**src/rtl/sete_segmentos_multi.sv**
```systemverilog
// Multi-digit 7-segment display driver.
//
// Converts a WIDTH-bit binary value (unsigned or two's complement) into DIGITS
// BCD digits with a sequential double-dabble engine, one shift per clock, and
// drives DIGITS active-low 7-segment patterns with sign and overflow indication.
//
// Optional feature: define SETE_SEG_BLANK_EN to blank leading zero digits
// (digit 0 is never blanked; the minus sign stays in the most-significant digit).
//
// Parameters:
//   WIDTH  - input value width (>= 4)
//   DIGITS - number of displayed digits (>= 1, >= 2 when SIGNED = 1)
//   SIGNED - 1: numero is two's complement, 0: unsigned
//
// Ports:
//   clock    in   system clock, rising edge
//   reset_n  in   asynchronous active-low reset
//   numero   in   value to display
//   carrega  in   load strobe, ignored while ocupado = 1
//   controle in   display enable; 0 shows a dash on every digit
//   segs     out  active-low segments, digit 0 in segs[6:0], bit 6 = A .. bit 0 = G
//   ocupado  out  conversion in progress
//   pronto   out  one-cycle pulse when a new result reaches segs
//   estouro  out  overflow flag of the last completed conversion
module sete_segmentos_multi #(
  parameter int WIDTH  = 8,
  parameter int DIGITS = 3,
  parameter int SIGNED = 0
) (
  input  logic                  clock,
  input  logic                  reset_n,
  input  logic [WIDTH-1:0]      numero,
  input  logic                  carrega,
  input  logic                  controle,
  output logic [7*DIGITS-1:0]   segs,
  output logic                  ocupado,
  output logic                  pronto,
  output logic                  estouro
);

  localparam int CW = $clog2(WIDTH + 1);
  localparam int BW = 4 * DIGITS;

  function automatic longint unsigned pow10(input int n);
    longint unsigned r;
    r = 1;
    for (int k = 0; k < n; k++) begin
      r = r * 10;
    end
    return r;
  endfunction

  // Largest magnitude that fits; signed builds reserve the top digit for the sign.
  localparam longint unsigned LIMIT = (SIGNED != 0) ? pow10(DIGITS - 1) - 1
                                                    : pow10(DIGITS) - 1;

  // Active-high segment patterns, A..G.
  localparam logic [6:0] SEG_DASH  = 7'b0000001;
  localparam logic [6:0] SEG_E     = 7'b1001111;
  localparam logic [6:0] SEG_BLANK = 7'b0000000;

  function automatic logic [6:0] decode(input logic [3:0] nib);
    logic [6:0] p;
    case (nib)
      4'd0:    p = 7'b1111110;
      4'd1:    p = 7'b0110000;
      4'd2:    p = 7'b1101101;
      4'd3:    p = 7'b1111001;
      4'd4:    p = 7'b0110011;
      4'd5:    p = 7'b1011011;
      4'd6:    p = 7'b1011111;
      4'd7:    p = 7'b1110000;
      4'd8:    p = 7'b1111111;
      4'd9:    p = 7'b1111011;
      default: p = SEG_BLANK;
    endcase
    return p;
  endfunction

  typedef enum logic [1:0] {StIdle, StShift, StUpdate} state_e;

  state_e              state_q, state_d;
  logic [WIDTH-1:0]    shift_q, shift_d;
  logic [BW-1:0]       bcd_q, bcd_d;
  logic [CW-1:0]       cnt_q, cnt_d;
  logic                neg_q, neg_d;
  logic                ovf_q, ovf_d;
  logic [7*DIGITS-1:0] segs_q, segs_d;
  logic                estouro_q, estouro_d;
  logic                pronto_q, pronto_d;

  logic                is_neg;
  logic [WIDTH-1:0]    mag;
  logic                over;
  logic [BW-1:0]       bcd_adj;
  logic [7*DIGITS-1:0] segs_new;
  logic                accept;

  assign is_neg = (SIGNED != 0) && numero[WIDTH-1];
  // Negation as WIDTH-bit unsigned, so the most negative value maps to 2^(WIDTH-1).
  assign mag    = is_neg ? (~numero + {{(WIDTH-1){1'b0}}, 1'b1}) : numero;
  assign over   = 64'(mag) > LIMIT;

  // pronto keeps ocupado high for the cycle after UPDATE, so a load is only
  // accepted once ocupado has actually fallen.
  assign accept = (state_q == StIdle) && !pronto_q && carrega;

  always_comb begin
    bcd_adj = bcd_q;
    for (int i = 0; i < DIGITS; i++) begin
      if (bcd_q[4*i +: 4] >= 4'd5) begin
        bcd_adj[4*i +: 4] = bcd_q[4*i +: 4] + 4'd3;
      end
    end
  end

  // Display pattern built from the finished BCD register.
  always_comb begin
    logic [3:0] nib;
    logic [6:0] hi;
`ifdef SETE_SEG_BLANK_EN
    logic       lead;
    lead = 1'b1;
`endif
    segs_new = '1;
    for (int i = DIGITS - 1; i >= 0; i--) begin
      nib = bcd_q[4*i +: 4];
      hi  = SEG_BLANK;
      if (ovf_q) begin
        hi = SEG_E;
      end else if (neg_q && (i == DIGITS - 1)) begin
        hi = SEG_DASH;
`ifdef SETE_SEG_BLANK_EN
      end else if (lead && (nib == 4'd0) && (i != 0)) begin
        hi = SEG_BLANK;
      end else begin
        hi   = decode(nib);
        lead = 1'b0;
      end
`else
      end else begin
        hi = decode(nib);
      end
`endif
      segs_new[7*i +: 7] = ~hi;
    end
  end

  always_comb begin
    state_d   = state_q;
    shift_d   = shift_q;
    bcd_d     = bcd_q;
    cnt_d     = cnt_q;
    neg_d     = neg_q;
    ovf_d     = ovf_q;
    segs_d    = segs_q;
    estouro_d = estouro_q;
    pronto_d  = 1'b0;
    unique case (state_q)
      StIdle: begin
        if (accept) begin
          shift_d = mag;
          bcd_d   = '0;
          neg_d   = is_neg;
          ovf_d   = over;
          cnt_d   = CW'(WIDTH);
          state_d = StShift;
        end
      end
      StShift: begin
        bcd_d   = {bcd_adj[BW-2:0], shift_q[WIDTH-1]};
        shift_d = {shift_q[WIDTH-2:0], 1'b0};
        cnt_d   = cnt_q - CW'(1);
        if (cnt_q == CW'(1)) begin
          state_d = StUpdate;
        end
      end
      StUpdate: begin
        segs_d    = segs_new;
        estouro_d = ovf_q;
        pronto_d  = 1'b1;
        state_d   = StIdle;
      end
      default: state_d = StIdle;
    endcase
  end

  always_ff @(posedge clock or negedge reset_n) begin
    if (!reset_n) begin
      state_q   <= StIdle;
      shift_q   <= '0;
      bcd_q     <= '0;
      cnt_q     <= '0;
      neg_q     <= 1'b0;
      ovf_q     <= 1'b0;
      segs_q    <= '1;
      estouro_q <= 1'b0;
      pronto_q  <= 1'b0;
    end else begin
      state_q   <= state_d;
      shift_q   <= shift_d;
      bcd_q     <= bcd_d;
      cnt_q     <= cnt_d;
      neg_q     <= neg_d;
      ovf_q     <= ovf_d;
      segs_q    <= segs_d;
      estouro_q <= estouro_d;
      pronto_q  <= pronto_d;
    end
  end

  // Display disable is purely combinational; the stored result is untouched.
  assign segs    = controle ? segs_q : {DIGITS{7'b1111110}};
  assign ocupado = (state_q != StIdle) || pronto_q;
  assign pronto  = pronto_q;
  assign estouro = estouro_q;

endmodule
```
**config.mk**
```make
export PLATFORM = sky130hd
export DESIGN_NAME = sete_segmentos_multi
export DESIGN_NICKNAME = d
export VERILOG_FILES = /design/src/rtl/sete_segmentos_multi.sv
export SDC_FILE = /design/constraint.sdc
export NUM_CORES = 1
export LEC_CHECK = 0
export ABC_AREA = 1
export CELL_PAD_IN_SITES_DETAIL_PLACEMENT = 0
export CELL_PAD_IN_SITES_GLOBAL_PLACEMENT = 1
export CORE_MARGIN = 3
export CORE_UTILIZATION = 38
export DETAILED_ROUTE_END_ITERATION = 8
export HOLD_SLACK_MARGIN = 0.02
export PLACE_DENSITY_LB_ADDON = 0.1
export SLEW_MARGIN = 25
export SYNTH_ARGS = -nofsm -noshare
export SYNTH_HDL_FRONTEND = slang
export SYNTH_SLANG_ARGS = --single-unit
```
**constraint.sdc**
```tcl
create_clock -name clock -period 1.4 [get_ports clock]
set_clock_uncertainty 0.05 [all_clocks]
set_input_delay 0.28 -clock clock [delete_from_list [all_inputs] [get_ports clock]]
set_output_delay 0.28 -clock clock [all_outputs]
set_load 0.01 [all_outputs]
```
# --- Word level (Yosys, flattened, before mapping) ---
# Memory sizes are Yosys's and may differ from the RTL's.
# Index checks and enable logic that the tools add are counted.
# W data, S select, Z words.
totals:
  n_memories: 3
  reg_bits: 48
  mem_bits_ro: 336
classes:
  mux: 14
  eq_ne: 5
  reduce_logical: 9
  magnitude_cmp: 3
  n_bitwise: 3
  add_sub_neg: 4
mem_list:
  columns: ["name", "depth", "word_bits", "rd", "rd_clocked_by_memory_dff", "write_ports", "line_no", "text"]
  rows:
  - ["(no name shown)", 16, 7, 1, 0, 0, "64", "case (nib)"]
  - ["(no name shown)", 16, 7, 1, 0, 0, "64", null]
  - ["(no name shown)", 16, 7, 1, 0, 0, "64", null]
ops:
  columns: ["cell", "n"]
  rows:
  - ["$pmux W12 S2", 1]
  - ["$mux W21", 1]
  - ["$not A7 Y7", 3]
  - ["$pmux W8 S2", 1]
  - ["$ge A4 B3 Y1 const B", 3]
  - ["$mux W12", 1]
  - ["$mux W4", 3]
  - ["$add A4 B2 Y4 const B", 2]
  - ["$mux W8", 1]
  - ["$pmux W4 S2", 1]
  - ["$eq A4 B1 Y1 const B", 1]
  - ["$mux W2", 2]
  - ["$ne A2 B2 Y1 const B", 2]
  - ["$pmux W2 S2", 1]
  - ["$reduce_and A2 Y1", 2]
  - ["$reduce_bool A2 Y1", 2]
  - ["$sub A4 B1 Y4 const B", 1]
  - ["$add A3 B2 Y3 const B", 1]
  - ["$mux W3", 1]
  - ["$eq A2 B1 Y1 const B", 1]
  - ["$eq A2 B2 Y1 const B", 1]
  - ["$logic_and A1 B1 Y1", 2]
  - ["$logic_not A2 Y1", 1]
  - ["$logic_not A1 Y1", 1]
  - ["other kinds (2)", 2]

# --- Logic depth before layout (Yosys ltp) ---
# Gate-level depths: netlist of run 1.
logic_depth:
  depth_word: 5
  mapped_depth: 8
  mapped_depth_nobuf: 8

# --- Worst setup path after synthesis of run 1 ---
# No wires, ideal clock.
synth_path:
  path_type: "register to register"
  start: "reg bcd_q[1]"
  end: "reg bcd_q[1]"
  path_stages_with_launch: 8
  period_less_slack_ns: 1.392
  required_ns: 1.233
  path_slack_ns: 0.008
  arrival_time_ns: 1.225
  setup_time_ns: 0.117
  path_cell_list: "dfrtp_1 inv_1 ha_1 inv_1 a21oi_1 nand3_1 nand3_1 nand2_1"
synth_between:
  elab_chain_cells: 3
synth_lines:
  columns: ["item", "line_no", "text"]
  rows:
  - ["start, declared", "84", "logic [BW-1:0] bcd_q, bcd_d;"]
  - ["start signal, assigned", "192", "bcd_q <= '0;"]
  - ["start signal, assigned", "202", "bcd_q <= bcd_d;"]
  - ["$ge A4 B3 Y1", "111", "if (bcd_q[4*i +: 4] >= 4'd5) begin"]
  - ["$mux W4", "111", null]
  - ["$pmux W12 S2", "159", "unique case (state_q)"]
# No other way between the ends.
# A chain may end at the register's enable or synchronous reset.

# --- Final worst setup path of run 1 ---
layout_path:
  start: "reg segs_q[7]"
  end: "out segs[7]"
layout_between:
  elab_chain_cells: 1
layout_lines:
  columns: ["item", "line_no", "text"]
  rows:
  - ["start, declared", "88", "logic [7*DIGITS-1:0] segs_q, segs_d;"]
  - ["start signal, assigned", "206", "segs_q <= segs_d;"]
  - ["$mux W21", "213", "assign segs = controle ? segs_q : {DIGITS{7'b1111110}};"]
  - ["end, declared", "35", "output logic [7*DIGITS-1:0] segs,"]
# No other way between the ends.

==> results.cfg, run 1 <==
[logic_synthesis]
synth_edf_count = 0
ys_seq_elements = 48
synthFlopType = sky130_fd_sc_hd__dfrtp_1
synthMuxAreaShare_pct = 0
synth_fp_nets = 373
synth_simple_gate_area_share_pct = 22.1
syn_area_per_cell_um2 = 8.47
synth_xor_xnor_area_share_pct = 0.306
yosys.cell_types.count = 28
combinational_family_with_the_most_area_after_synthesis = simple AND/OR/NAND/NOR gates
count_leader_synth = sky130_fd_sc_hd__nand2_1
async_reset_ff_share_pct = 100
synth-warning-count = 0
ys_top_cells_by_count = 78 x sky130_fd_sc_hd__nand2_1, 51 x sky130_fd_sc_hd__inv_1, 34 x sky130_fd_sc_hd__nand3_1
netlist.area_leader.share_pct = 23.6
netlist_top_cells_area = sky130_fd_sc_hd__dfrtp_1 24%, sky130_fd_sc_hd__dfstp_2 19%, sky130_fd_sc_hd__nand2_1 10%
synthDominantAreaCellType = sky130_fd_sc_hd__dfrtp_1
synth-adder-area-share_pct = 10.1
yosysSeqAreaShare_pct = 42.9
compound_cell_area_share_of_the_yosys_netlist_pct = 13.5
postSynthCellCount = 338
post_synth_instance_area_um2 = 2860

[critical_path]
crit_path_start = segs_q[7]$_DFFE_PN1P_
setup.worst_path.end_class = output port
crit_required_ns = 1.07
endpoint = segs[7]
critPathMaxStageDelay_ns = 0.54
regToRegEndpoint = segs_q[0]$_DFFE_PN1P_
rr_worst_depth = 5
timing.critical_path.slowest_stage_cell = sky130_fd_sc_hd__dfstp_2
criticalPathCategory = flop to output port
timing.critical_path.fanout_max = 2
reg2reg_setup_slack_ns = 0.07
critical_path_buf_inv_count = 2
timing.critical_path.cells = nand2_1 -> inv_1 -> buf_2
cp-start-kind = flop
r2r-start = bcd_q[0]$_DFFE_PN0P_
critPathTopFamily = flip-flops
critPathArrivalTime_ns = 1.05
critical_path_depth = 3

[route]
drt_first_iter_violations = 52
viasPerCell = 4.65
drc = 0
top_signal_layer_used = met4
drtPass1Iterations = 4
wl_met3_um = 219
ant_nets = 0
postRouteWirelength_mm = 6.48
detailroute.wirelength.met2_mm = 3.16
wire_per_inst_um = 12.4
detail_route.wirelength.met1_mm = 3.01
num_vias = 2427

[power_and_ir_drop]
vdd_drop_max_mv = 0.867
p_leak_uw = 0.00190
power_density_nw_per_um2 = 2210
fin_total_pwr_uw = 8450

[clock_tree]
clockRootBuffer = sky130_fd_sc_hd__clkbuf_8
cts_made_buffers = 5
clk_pin_slew_ns = 0.09
ctsLongestPathBuffers = 2
clock-sinks = 48
htreeDepth = 2
clock_tree_from_tritoncts = built
clock_insertion_delay_worst_skew_ns = 0.31

[final_layout]
final_nets = 457
area_delta_synth_final_pct = 33.5
n_antenna_cell = 0
multi_input_comb_area_um2 = 1400
sequential_cell_area_um2 = 1230
drive_gt1_share_pct = 41.4
fillCellCount = 756

[placed_design]
dp.final_hpwl_mm = 4.50
finalWeightedCongestion = 0.804
io_buffer_count = 34

[hold_path]
hold_class = input port to async pin

[floorplan]
die_area_um2 = 8610
die-width_um = 92.8
start_util_pct = 39.3
coreArea_um2 = 7290
floorplan.die.height_um = 92.8
rows = 31
design.portCount = 36

[sta]
final-max-slew-violation-count = 0
grt_setup_unrepaired = yes
setup-violations-final = 0
post_layout_minimum_cycle_time_ns = 1.38
hold_slack_ns = 0.396
highest_attainable_clock_frequency_mhz = 723
final_min_period_over_clock_period_pct = 98.8
finalHoldViolations = 0

[global_routing]
globalRoute.totalOverflow = 0
grt_first_pass_wirelength_mm = 10.8
grt_max_degree = 23
grt_util_all_layers_pct = 15.7
grt_antenna_before_repair = 0
grt_pass1_vias = 2320

[outcome]
result_of_the_run = complete, no violations

[job]
max-cap-violations = 0
-- metal layers --
layer | vias up | track usage, %
li1 | 1253 | -
met1 | 1131 | 19.8
met3 | 8 | 2.60
met2 | 35 | 27.4
met4 | 0 | 4.76
met5 | - | 0
-- layout make-up --
cell class,count,area share [%]
clock buffers,7,2.00
clock inverters,1,0.131
inverters,55,5.60
multi-input cells,221,36.6
flip-flops and latches,48,32.1
well taps,99,3.24
repair buffers,91,20.3
-- cells by family after synthesis --
group | after synthesis
adder cells (fa/ha/maj) | 23
other | 1
AND/OR/NAND/NOR | 138
flip-flops | 48
XOR/XNOR | 1
AO/OA/AOI/OAI | 58
buffers and inverters | 69
-- registers in the layout, indices dropped and copies added, names as in the netlist --
name     count
state_q      2
cnt_q        4
bcd_q       12
pronto       1
segs_q      21
shift_q      8
-- placed cells by master (no fill, tap or decap), types with 6 or more instances in the layout --
| master | instances |
|---|---|
| sky130_fd_sc_hd__a21oi_1 | 6 |
| sky130_fd_sc_hd__a22oi_1 | 12 |
| sky130_fd_sc_hd__buf_2 | 19 |
| sky130_fd_sc_hd__buf_4 | 47 |
| sky130_fd_sc_hd__buf_6 | 7 |
| sky130_fd_sc_hd__clkdlybuf4s50_1 | 9 |
| sky130_fd_sc_hd__dfrtp_1 | 27 |
| sky130_fd_sc_hd__dfstp_2 | 21 |
| sky130_fd_sc_hd__ha_1 | 21 |
| sky130_fd_sc_hd__inv_1 | 25 |
| sky130_fd_sc_hd__inv_2 | 28 |
| sky130_fd_sc_hd__nand2_1 | 72 |
| sky130_fd_sc_hd__nand2_2 | 6 |
| sky130_fd_sc_hd__nand3_1 | 30 |
| sky130_fd_sc_hd__nor2_1 | 9 |
| sky130_fd_sc_hd__o21ai_0 | 15 |
| sky130_fd_sc_hd__o21ai_2 | 10 |
-- where the power goes --
group | total, µW | switching, µW | internal, µW
Combinational | 5010 | 2630 | 2370
Clock | 836 | 484 | 352
Sequential | 2610 | 424 | 2180
-- stage by stage --
step | instances | worst slack [ns] | instance area [µm²] | setup TNS, ns | util (%)
after floorplan | 338 | 0.00754 | 2860 | 0 | -
after global placement | 506 | -0.506 | 3640 | -10.19 | 49.9
after detailed placement | 506 | -0.535 | 3640 | -10.67 | 49.9
after CTS | 518 | -0.0335 | 3670 | -0.0379 | 50.4
after global routing | 522 | -0.0418 | 3820 | -0.313 | 52.4
final | 522 | 0.0163 | 3820 | 0 | 52.4
-- worst reg2reg max path, cell delays in order, from the launching register on --
cell                       delay [ns]
sky130_fd_sc_hd__dfrtp_1         0.39
sky130_fd_sc_hd__buf_4           0.16
sky130_fd_sc_hd__ha_1            0.18
sky130_fd_sc_hd__or2_2           0.30
sky130_fd_sc_hd__o211ai_1        0.09
sky130_fd_sc_hd__a21oi_1         0.09
-- how the worst min path moves through the flow --
| stage | start | end | depth (start not counted) |
|---|---|---|---|
| 2_1_floorplan | reset_n | bcd_q[0]$_DFFE_PN0P_ | 0 |
| 3_3_place_gp | reset_n | bcd_q[11]$_DFFE_PN0P_ | 1 |
| 3_5_place_dp | reset_n | bcd_q[11]$_DFFE_PN0P_ | 1 |
| 4_1_cts | reset_n | bcd_q[9]$_DFFE_PN0P_ | 2 |
| 5_1_grt | reset_n | bcd_q[9]$_DFFE_PN0P_ | 2 |
| 6_report | reset_n | bcd_q[2]$_DFFE_PN0P_ | 2 |
-- repair_timing --
| action | 4_1_cts | 5_1_grt |
|---|---|---|
| endpoints found under the setup margin | 25 | 49 |
| hold buffers | 1 | 0 |
| hold endpoints to repair | 5 | 0 |
| buffers inserted | 2 | 4 |
| gates resized for setup | 96 | 53 |
| pin swaps | 2 | 6 |
| gates cloned | 1 | 0 |
No activity file was read; power rests on OpenSTA's default activity.
==> inputs of run 2 (changes only) <==
==> constraint.sdc (replaced) <==
create_clock -name clock -period 1.13 [get_ports clock]
set_clock_uncertainty 0.05 [all_clocks]
set_input_delay 0.226 -clock clock [delete_from_list [all_inputs] [get_ports clock]]
set_output_delay 0.226 -clock clock [all_outputs]
set_load 0.01 [all_outputs]
==> run 2 against run 1 <==
The flow now finishes with violations (negative setup slack). Sequential power up 28%. Sequential cell count is the same. Register-to-register slack got worse by 0.29 ns. Via count grew 13%. Combinational power up 110%. Die area unchanged. Total power up 81%. Critical path depth is 4 higher. Clock-buffer cell count down 1. First-iteration DRC count decreased by 27%. Sequential share of layout area shrank 8.1 points. Critical path type is now flop to flop.
==> results.cfg, run 2 (synthesis gave the netlist of run 1 again) <==
[clock_tree]
htreeDepth = 2
clockRootBuffer = sky130_fd_sc_hd__clkbuf_8
ctsLongestPathBuffers = 2
cts_made_buffers = 5
clk_pin_slew_ns = 0.09
clock-sinks = 48
clock_insertion_delay_worst_skew_ns = 0.30
clock_tree_from_tritoncts = built

[sta]
final_min_period_over_clock_period_pct = 120
hold_slack_ns = 0.389
post_layout_minimum_cycle_time_ns = 1.35
finalHoldViolations = 0
highest_attainable_clock_frequency_mhz = 740
setup-violations-final = 69
finalWorstSetupSlack_ns = -0.221
final-max-slew-violation-count = 0
grt_setup_unrepaired = yes

[placed_design]
io_buffer_count = 34
placement.cell_area_um2 = 3940
finalWeightedCongestion = 0.781
dp.final_hpwl_mm = 4.66

[power_and_ir_drop]
clock_power_share_pct = 8.3
power.share.combinational_pct = 69.9
power_density_nw_per_um2 = 2980
vdd_drop_max_mv = 1.64
cell_internal_pwr_uw = 8920
p_leak_uw = 0.00236
switchingPower_uw = 6420
switching_share_pct = 41.9
fin_total_pwr_uw = 15300
seq_power_share_pct = 21.8

[critical_path]
crit_required_ns = 1.28
timing.critical_path.fanout_max = 5
reg2reg_setup_slack_ns = -0.22
regToRegEndpoint = bcd_q[4]$_DFFE_PN0P_
rr_worst_depth = 7
r2r-start = bcd_q[1]$_DFFE_PN0P_
setup.worst_path.end_class = flop
criticalPathCategory = flop to flop
critPathArrivalTime_ns = 1.50
cp-start-kind = flop

[floorplan]
start_util_pct = 39.3
floorplan.die.height_um = 92.8
die-width_um = 92.8
coreArea_um2 = 7290
design.portCount = 36
rows = 31
die_area_um2 = 8610

[global_routing]
grt_util_all_layers_pct = 18.4
grt_pass1_vias = 2706
grt_antenna_before_repair = 0
globalRoute.totalOverflow = 0
grt_first_pass_wirelength_mm = 12.8
grt_max_degree = 49

[final_layout]
layout.cells.most_common = sky130_fd_sc_hd__buf_4
biggestRegsByFlops = segs_q (21), bcd_q (12), shift_q (8)
largest_register_ff_count = 21
layout.cells.most_common_list = 72 x sky130_fd_sc_hd__buf_4, 45 x sky130_fd_sc_hd__nand2_1, 34 x sky130_fd_sc_hd__buf_6
largest-register = segs_q
n_antenna_cell = 0
sequential_cell_area_um2 = 1240
fillCellCount = 570
drive_gt1_share_pct = 70.1
area_delta_synth_final_pct = 80.0
multi_input_comb_area_um2 = 2070
final_area_um2 = 5150
final_util_pct = 70.7
final_nets = 512

[route]
drc = 0
viasPerCell = 4.77
drt_first_iter_violations = 38
drtPass1Iterations = 4
postRouteWirelength_mm = 8.06
num_vias = 2752
ant_nets = 0
wire_per_inst_um = 14.0

[hold_path]
hold_class = input port to async pin

[outcome]
violations = negative setup slack
result_of_the_run = finished with violations

[job]
max-cap-violations = 0
==> run 2: cell types whose count changed in the layout (fill, tap and decap cells not counted), sizes merged <==
cell | previous run | this run
dlygate4sd2 | 0 | 1
buf | 78 | 134
clkinv | 1 | 5
bufinv | 0 | 1
clkdlybuf4s15 | 1 | 0
inv | 55 | 51
clkbuf | 8 | 6
==> run 2: layout make-up <==
class	count	share of cell area, %
Timing Repair Buffer	146	26.4
Clock inverter	2	0.680
Inverter	55	4.88
Multi-Input combinational cell	221	40.2
Tap cell	99	2.40
Clock buffer	6	1.41
Sequential cell	48	24.0
==> run 2: worst max path at each step <==
stage	depth (start not counted)	slack (ns)	to	from
finish	7	-0.22	bcd_q[4]$_DFFE_PN0P_	bcd_q[1]$_DFFE_PN0P_
CTS	4	-0.22	ocupado	pronto$_DFF_PN0_
global placement	5	-0.66	segs[0]	controle
global route	8	-0.29	bcd_q[9]$_DFFE_PN0P_	bcd_q[8]$_DFFE_PN0P_
floorplan	7	-0.10	bcd_q[1]$_DFFE_PN0P_	bcd_q[0]$_DFFE_PN0P_
detailed placement	5	-0.69	segs[14]	controle
==> run 2: layer usage <==
| metal | GRT usage [%] | vias up | wire length (µm) |
|---|---|---|---|
| met5 | 0 | - | 0 |
| met4 | 5.13 | 0 | 89 |
| met3 | 3.17 | 8 | 175 |
| met2 | 31.8 | 33 | 4350 |
| met1 | 23.5 | 1336 | 3440 |
| li1 | - | 1375 | - |
==> run 2: critical path, cell delays in order, from the launching register on <==
cell and delay, ns:
sky130_fd_sc_hd__dfrtp_2 0.45, sky130_fd_sc_hd__clkinv_4 0.11, sky130_fd_sc_hd__buf_6 0.13, sky130_fd_sc_hd__ha_4 0.16
sky130_fd_sc_hd__nor2_1 0.16, sky130_fd_sc_hd__a21oi_2 0.09, sky130_fd_sc_hd__nand3_2 0.07, sky130_fd_sc_hd__nand2_1 0.05
==> run 2: power by group through the flow <==
| stage | clock (µW) | sequential (µW) | combinational (µW) |
|---|---|---|---|
| 3_5_place_dp | 0 | 3220 | 6940 |
| 6_report | 1270 | 3350 | 10700 |
| 5_1_grt | 1390 | 3440 | 11600 |
| 3_3_place_gp | 0 | 3210 | 6810 |
| 2_1_floorplan | 0 | 3140 | 4290 |
| 4_1_cts | 1310 | 3320 | 8960 |
==> run 2: repair_timing <==
item / in CTS / in global routing
pin swaps: 52 / 33
hold buffers: 1 / 0
buffers inserted: 26 / 21
gates cloned: 3 / 0
endpoints found under the hold margin: 27 / 0
endpoints found under the setup margin: 70 / 71
gates resized for setup: 222 / 95
==> run 2: per-stage QoR <==
stage / setup WS [ns] / setup TNS, ns / cells
after floorplan: -0.100 / -0.942 / 338
after global placement: -0.660 / -21.64 / 525
after detailed placement: -0.686 / -21.66 / 525
after CTS: -0.225 / -10.27 / 562
after global routing: -0.291 / -14.36 / 577
final: -0.221 / -10.93 / 577
